[config.mk]
export PLATFORM = sky130hd
export DESIGN_NAME = fir_coef_ctrl
export DESIGN_NICKNAME = d
export VERILOG_FILES = /design/src/rtl/fir_pkg.sv /design/src/rtl/fir_coef_bank.sv /design/src/rtl/fir_coef_ctrl.sv
export SDC_FILE = /design/constraint.sdc
export NUM_CORES = 2
export LEC_CHECK = 0
export ABC_CLOCK_PERIOD_IN_PS = 81700
export BUFFER_PORTS_ARGS = -buffer_cell sky130_fd_sc_hd__buf_2
export CORE_ASPECT_RATIO = 0.6
export CORE_UTILIZATION = 60
export DETAILED_ROUTE_END_ITERATION = 16
export GPL_TIMING_DRIVEN = 0
export PLACE_DENSITY = 0.87
export SLEW_MARGIN = 20
export SYNTH_ARGS = -nofsm -noshare
export SYNTH_HDL_FRONTEND = slang
export SYNTH_SLANG_ARGS = --single-unit
[constraint.sdc]
create_clock -name clk_i -period 81.7 [get_ports clk_i]
set_input_delay 8.17 -clock clk_i [delete_from_list [all_inputs] [get_ports clk_i]]
set_output_delay 8.17 -clock clk_i [all_outputs]
set_load 0.01 [all_outputs]
[src/rtl/fir_pkg.sv]
// Shared types for the FIR coefficient reload path.
`timescale 1ns/1ps
package fir_pkg;

  localparam int COEF_WIDTH_DEF = 18;

  typedef logic [COEF_WIDTH_DEF-1:0] coef_t;

  typedef enum logic [2:0] {
    IDLE,
    LOAD,
    DRAIN,
    ARM,
    FLUSH
  } fir_coef_state_e;

  function automatic logic is_pow2(input int n);
    return (n > 0) && ((n & (n - 1)) == 0);
  endfunction

endpackage

[src/rtl/fir_coef_bank.sv]
// Two-bank coefficient register file. Writes always land in the shadow
// bank (!bank_o); swap_i flips which bank drives coef_o.
`timescale 1ns/1ps
module fir_coef_bank #(
  parameter int COEF_WIDTH = 18,
  parameter int TAP_NUM    = 32
) (
  input  logic                                 clk_i,
  input  logic                                 rst_i,
  input  logic                                 we_i,
  input  logic [$clog2(TAP_NUM)-1:0]           addr_i,
  input  logic [COEF_WIDTH-1:0]                data_i,
  input  logic                                 swap_i,
  output logic [TAP_NUM-1:0][COEF_WIDTH-1:0]   coef_o,
  output logic                                 bank_o
);

  logic [TAP_NUM-1:0][COEF_WIDTH-1:0] bank0_q;
  logic [TAP_NUM-1:0][COEF_WIDTH-1:0] bank1_q;
  logic                               bank_q;

  // Shadow-bank write and atomic active-bank toggle.
  always_ff @(posedge clk_i or posedge rst_i) begin
    if (rst_i) begin
      bank0_q <= '0;
      bank1_q <= '0;
      bank_q  <= 1'b0;
    end else begin
      if (we_i) begin
        if (bank_q) bank0_q[addr_i] <= data_i;
        else        bank1_q[addr_i] <= data_i;
      end
      if (swap_i) bank_q <= ~bank_q;
    end
  end

  assign coef_o = bank_q ? bank1_q : bank0_q;
  assign bank_o = bank_q;

endmodule

[src/rtl/fir_coef_ctrl.sv]
// Run-time coefficient reload controller: streams a new set into the shadow
// bank, swaps on a sample strobe and masks FIR output while the pipeline
// still holds mixed-coefficient data.
//
// Handshake: a beat transfers on the rising edge where s_tvalid_i && s_tready_o.
// s_tready_o is a decode of registered state only; s_tdata_i / s_tlast_i are
// used only on a transfer. Beats presented while s_tready_o=0 are held off.
`timescale 1ns/1ps
module fir_coef_ctrl
  import fir_pkg::*;
#(
  parameter int COEF_WIDTH = 18,
  parameter int TAP_NUM    = 32,
  parameter int FLUSH_LEN  = TAP_NUM + $clog2(TAP_NUM)
) (
  input  logic                               clk_i,
  input  logic                               rst_i,
  input  logic                               s_tvalid_i,
  output logic                               s_tready_o,
  input  logic [COEF_WIDTH-1:0]              s_tdata_i,
  input  logic                               s_tlast_i,
  input  logic                               sample_tvalid_i,
  output logic [TAP_NUM-1:0][COEF_WIDTH-1:0] coef_o,
  output logic                               bank_o,
  output logic                               flush_o,
  output logic                               busy_o,
  output logic                               err_o,
  output fir_coef_state_e                    state_o
);

  localparam int AW  = $clog2(TAP_NUM);
  localparam int FCW = $clog2(FLUSH_LEN + 1);
  localparam logic [AW-1:0]  LAST_ADDR  = AW'(TAP_NUM - 1);
  localparam logic [FCW-1:0] FLUSH_LAST = FCW'(FLUSH_LEN - 1);

  if (!is_pow2(TAP_NUM) || (TAP_NUM < 2)) begin : g_bad_tap_num
    $error("fir_coef_ctrl: TAP_NUM must be a power of 2 and at least 2");
  end

  fir_coef_state_e state_q, state_d;
  logic [AW-1:0]   wr_cnt_q, wr_cnt_d;
  logic [FCW-1:0]  flush_cnt_q, flush_cnt_d;
  logic            err_q, err_d;
  logic            beat;
  logic            we;
  logic [AW-1:0]   waddr;
  logic            swap;

  assign beat = s_tvalid_i && s_tready_o;

  // State, counters and sticky error register.
  always_ff @(posedge clk_i or posedge rst_i) begin
    if (rst_i) begin
      state_q     <= IDLE;
      wr_cnt_q    <= '0;
      flush_cnt_q <= '0;
      err_q       <= 1'b0;
    end else begin
      state_q     <= state_d;
      wr_cnt_q    <= wr_cnt_d;
      flush_cnt_q <= flush_cnt_d;
      err_q       <= err_d;
    end
  end

  // Next-state, shadow write strobes and swap pulse.
  always_comb begin
    state_d     = state_q;
    wr_cnt_d    = wr_cnt_q;
    flush_cnt_d = flush_cnt_q;
    err_d       = err_q;
    we          = 1'b0;
    waddr       = wr_cnt_q;
    swap        = 1'b0;
    case (state_q)
      IDLE: begin
        if (beat) begin
          we       = 1'b1;
          waddr    = '0;
          wr_cnt_d = AW'(1);
          err_d    = 1'b0;
          // A one-beat set is always short.
          if (s_tlast_i) err_d   = 1'b1;
          else           state_d = LOAD;
        end
      end
      LOAD: begin
        if (beat) begin
          we       = 1'b1;
          wr_cnt_d = wr_cnt_q + AW'(1);
          if (s_tlast_i) begin
            if (wr_cnt_q == LAST_ADDR) begin
              state_d = ARM;
            end else begin
              err_d   = 1'b1;
              state_d = IDLE;
            end
          end else if (wr_cnt_q == LAST_ADDR) begin
            err_d   = 1'b1;
            state_d = DRAIN;
          end
        end
      end
      DRAIN: begin
        if (beat && s_tlast_i) state_d = IDLE;
      end
      ARM: begin
        if (sample_tvalid_i) begin
          swap        = 1'b1;
          flush_cnt_d = '0;
          state_d     = FLUSH;
        end
      end
      FLUSH: begin
        if (sample_tvalid_i) begin
          flush_cnt_d = flush_cnt_q + FCW'(1);
          if (flush_cnt_q == FLUSH_LAST) state_d = IDLE;
        end
      end
      default: state_d = IDLE;
    endcase
  end

  fir_coef_bank #(
    .COEF_WIDTH (COEF_WIDTH),
    .TAP_NUM    (TAP_NUM)
  ) u_bank (
    .clk_i  (clk_i),
    .rst_i  (rst_i),
    .we_i   (we),
    .addr_i (waddr),
    .data_i (s_tdata_i),
    .swap_i (swap),
    .coef_o (coef_o),
    .bank_o (bank_o)
  );

  assign s_tready_o = (state_q == IDLE) || (state_q == LOAD) || (state_q == DRAIN);
  assign flush_o    = (state_q == FLUSH);
  assign busy_o     = (state_q != IDLE);
  assign err_o      = err_q;
  assign state_o    = state_q;

endmodule

## Yosys cells after proc, flatten, opt, wreduce, memory -nomap -nowiden

Cells that the tools add are included.

| word-level totals | value |
|---|---|
| flip-flop bits (word level) | 1168 |
| logic and storage cells | 140 |

| cells by class | value |
|---|---|
| equal/unequal tests | 15 |
| mux-type cells | 35 |
| $add $sub $neg | 2 |
| reduce and logical (&&, ||, !) cells | 16 |
| bitwise operators | 1 |
| $lt $le $gt $ge | 2 |

Operators by type and width:

| cell | count |
|---|---|
| $bwmux 576 | 2 |
| $mux 576 | 1 |
| $demux 18 s5 | 1 |
| $mux 3 | 9 |
| $mux 5 | 4 |
| $mux 18 | 1 |
| $pmux 3 s5 | 1 |
| $mux 6 | 2 |
| $ne 2x2->1 const B | 6 |
| $pmux 6 s2 | 1 |
| $mux 1 | 10 |
| $pmux 5 s2 | 1 |
| $reduce_and 8->1 | 1 |
| $add 6x1->6 const B | 1 |
| $eq 3x2->1 const B | 2 |
| $eq 6x6->1 const B | 1 |
| $lt 5x6->1 const B | 1 |
| $ne 3x3->1 const B | 2 |
| $reduce_and 3->1 | 2 |
| $add 5x1->5 const B | 1 |
| $eq 5x5->1 const B | 1 |
| $ge 5x1->1 const B | 1 |
| $reduce_and 5->1 | 1 |
| $reduce_and 2->1 | 2 |
| other kinds (12) | 16 |

## Longest topological paths before layout

| depth | value |
|---|---|
| word-level depth | 11 |
| gate-level depth with buffers | 9 |
| depth with buffers taken out | 7 |

## Modules after synthesis

From an unflattened synthesis, not the netlist that was laid out.

| second synthesis, totals | value |
|---|---|
| cells, all modules | 3353 |
| area, all modules | 50802.5 um2 |

By module, submodules not included:

| module | cells an instance | area each (um2) | seq. area each (um2) | times used |
|---|---|---|---|---|
| fir_coef_bank | 3248 | 49860.3 | 28852.7 | 1 |
| fir_coef_ctrl | 105 | 942.2 | 375.4 | 1 |

## Worst setup path after synthesis

No wires, ideal clock.

| path | value |
|---|---|
| kind | register to output |
| from | reg u_bank.bank_q, in the netlist u_bank.bank_o |
| to | out coef_o[536] (netlist name) |
| required time | 73530 ps |
| path slack | 71709 ps |
| buffers on the path | 3 |
| arrival time | 1821 ps |
| cell stages (with the launch flop) | 5 |
| path through | dfrtp_1 -> clkbuf_1 -> clkbuf_1 -> clkbuf_1 -> mux2_2 |

RTL lines:

| item | RTL line | text |
|---|---|---|
| start: declaration | fir_coef_bank.sv:20 | `logic bank_q;` |
| start signal: assignment | fir_coef_bank.sv:33 | `if (swap_i) bank_q <= ~bank_q;` |
| end: declaration | fir_coef_ctrl.sv:23 | `output logic [TAP_NUM-1:0][COEF_WIDTH-1:0] coef_o,` |

==> results.md <==
- Outcome: finished, final reports clean
- GPL Wtd Cong: 0.928
- Final setup viols: 0
- Cells after synthesis: 3354
- GRT Util Overall: 0.364
- Global-route wire length before repair: 231 mm
- Vias post-DR: 32900
- Leakage Power: 32.0 nW
- Die height: 229 um
- Remaining global-route overflow: 0
- Routed Antenna Nets: 0
- Final clock skew: 22.5 ps
- Peak VDD IR: 15.3 uV
- Avg Cell Area, Syn: 15.4 um2
- Netlist Area Pre-Place: 51500 um2
- CTS root buf: clkbuf_16
- Slew Viols, Final: 0
- Crit Path Class: flop to primary output
- Max Freq: 0.0817 GHz
- H-tree depth: 3
- Fin nets: 4087
- Clock power share: 0.420
- Half-perimeter wire length after placement: 114 mm
- Combinational share of power: 0.067
- Multi-input combinational cell area: 21000 um2
- Worst Path Arrival: 4070 ps
- Cts hold-fix bufs: 0
- Startpoint Class: flop
- PostCTS Resize Cnt: 0
- CP required: 73530 ps
- Hold WC Path Type: flop to flop
- Distinct cells, synth: 44
- Max-Cap Viols: 0
- Num CTS Buffers: 104
- Period Utilization, post-route: 0.150
- Port-buffer cells: 588
- Drt first pass iters: 5
- FP Rows: 82
- Wire per inst: 29.9 um
- Reg area: 29200 um2
- Clk_lat worst skew: 710 ps
- CTS clk-pin slew, worst paths: 70 ps
- Hold_ws: 480 ps
- Area delta synth->final: 16.1%
- Via density: 6.22
- Fill cells: 5609
- Routed WL: 158 mm
- CP Max Fanout: 10
- Hold Fails Final Rpt: 0
- Postcts setup bufs: 0
- Die ar.: 87000 um2
- Initial antenna violation count: 10
- RSZ-0062 raised after global routing: no
- Headroom to the max-slew limit: 0.209
- Layout cells sized above 1: 0.633
- Power Dens Cells: 20.7 nW/um2
- Total power: 1.24 mW
- CTS sink cnt: 1168
- Switching pwr: 0.293 mW
- Vias in the first global route: 33400
- CP endpoint kind: primary output
- DRC Markers: 0
- R2R depth: 6
- Synth Warn #: 0
- Sw Share: 0.237
- DR iter-0 viols: 2732
- Fin crit period: 12240 ps
- Sequential power share: 0.513
- Core footprint: 84200 um2
- Clock Tree Buf Depth: 3
- Die width: 380 um
- Hold path cells: 1
- Setup_tns: 0 ps
- Slew @ Worst Pin: 1180 ps
- Syn nets: 3381
- Int Power: 0.943 mW
- Pin count of the biggest net entering global routing: 107
- CTS tree: built
- Initial core utilization: 0.611
- Sequential share of the synthesized area: 0.568
- Seq cells post-synth: 1168
- Io pins: 607
-- flip-flops by register name, indices dropped and copies added (netlist names) --
name	count
u_bank.bank_o	1
state_o	3
u_bank.bank0_q	576
u_bank.bank1_q	576
err_o	1
flush_cnt_q	6
wr_cnt_q	5
-- cells in the mapped netlist (all sizes together) --
cell / number / share of area
a21oi: 10 / 0.00097
or4b: 1 / 0.00019
nor4: 2 / 0.00053
dfrtp: 1168 / 0.57
or3b: 1 / 0.00017
nand4: 4 / 0.00049
nand3: 37 / 0.0059
nor4b: 2 / 0.00058
buf: 102 / 0.011
and2: 3 / 0.00036
ha: 4 / 0.00097
nor2: 9 / 0.00066
a2111oi: 1 / 0.00053
o21a: 1 / 0.00015
a21boi: 1 / 0.00022
o2bb2ai: 2 / 0.00034
nand2b: 2 / 0.00024
xor2: 1 / 0.00017
and3: 7 / 0.00085
or3: 4 / 0.00049
mux2: 1728 / 0.38
nor3: 32 / 0.0093
clkbuf: 179 / 0.013
nand3b: 2 / 0.00029
nor3b: 2 / 0.00029
a311o: 1 / 0.00019
xnor2: 4 / 0.00068
o31ai: 1 / 0.00015
inv: 10 / 0.00073
nand2: 17 / 0.0012
o21ai: 8 / 0.00078
nand4b: 2 / 0.00034
a211oi: 3 / 0.00044
o41ai: 1 / 0.00032
nor2b: 2 / 0.00024
-- area by class of cell --
cell class,count,share of cell area
tap,1134,0.0237
inverter,10,0.000753
timing repair buffer,600,0.0547
clock inverter,38,0.00755
clock buffer,157,0.0522
multi-input combinational,1895,0.351
antenna,7,0.000293
sequential,1168,0.489
buffer,281,0.0209
-- logic make-up (layout without fill, tap and decap cells) --
family          count (synthesis)  after routing  share of synthesized area
buf+inv                       291           1086                     0.0249
flops                        1168           1168                      0.568
xor+xnor                        5              5                   0.000850
other cells                     0              7                          0
fa+ha+maj                       4              4                   0.000972
simple gates                  129            129                     0.0222
mux                          1728           1728                      0.379
compound gates                 29             29                    0.00408
-- power groups by stage --
stage	clock [mW]	combinational (mW)	sequential, mW
after global routing	0.544	0.0897	0.637
after CTS	0.521	0.0835	0.633
after detailed placement	0	0.0832	0.642
after global placement	0	0.0777	0.643
final	0.519	0.0831	0.634
after floorplan	0	0.0591	0.638
-- cells in the final DEF, fill, tap and decap left out, types with 13 or more instances in the layout --
cell type	Yosys	layout
mux2_2	1696	1696
dfrtp_1	1168	1168
buf_2	39	628
clkbuf_1	179	199
clkbuf_16	0	105
clkbuf_8	0	30
buf_1	30	28
buf_4	28	28
nor3_4	28	28
nand3_2	24	24
mux2_4	20	20
nand2_1	17	17
clkinv_2	0	17
nand3_1	13	13
-- stage by stage --
stage | cell area, um2 | setup WS [ps] | std cells | util
after floorplan | 51500 | 40630 | 3354 | -
after global placement | 55900 | 28550 | 5076 | 0.663
after detailed placement | 56200 | 70200 | 5088 | 0.667
after CTS | 59800 | 69460 | 5283 | 0.710
after global routing | 59800 | 69400 | 5284 | 0.710
final | 59800 | 69460 | 5290 | 0.710
-- path summary, 6_finish.rpt --
path	from	end	slack, ps
worst min-delay path	u_bank.bank1_q[167]	u_bank.bank1_q[167]	480
worst max-delay path	u_bank.bank_o	coef_o[537]	69460
worst min register to register	u_bank.bank1_q[167]	u_bank.bank1_q[167]	480
max in group asynchronous	rst_i	u_bank.bank0_q[409]	71080
worst max register to register	state_o[0]	u_bank.bank1_q[368]	78390
min in group asynchronous	rst_i	u_bank.bank1_q[151]	7540
-- layer usage --
| metal | wire length [um] | GRT usage | up-vias |
|---|---|---|---|
| li1 | - | - | 13400 |
| met1 | 69300 | 0.543 | 17700 |
| met2 | 69300 | 0.530 | 1477 |
| met3 | 12700 | 0.0707 | 293 |
| met4 | 6730 | 0.141 | 6 |
| met5 | 35 | 0 | - |
-- critical path: stages, from the launching register on --
cell      delay [ps]
dfrtp_1          460
clkbuf_1         700
clkbuf_1         730
clkbuf_1         850
mux2_2           440
buf_2            150
Power figures use the tool's default switching activity.
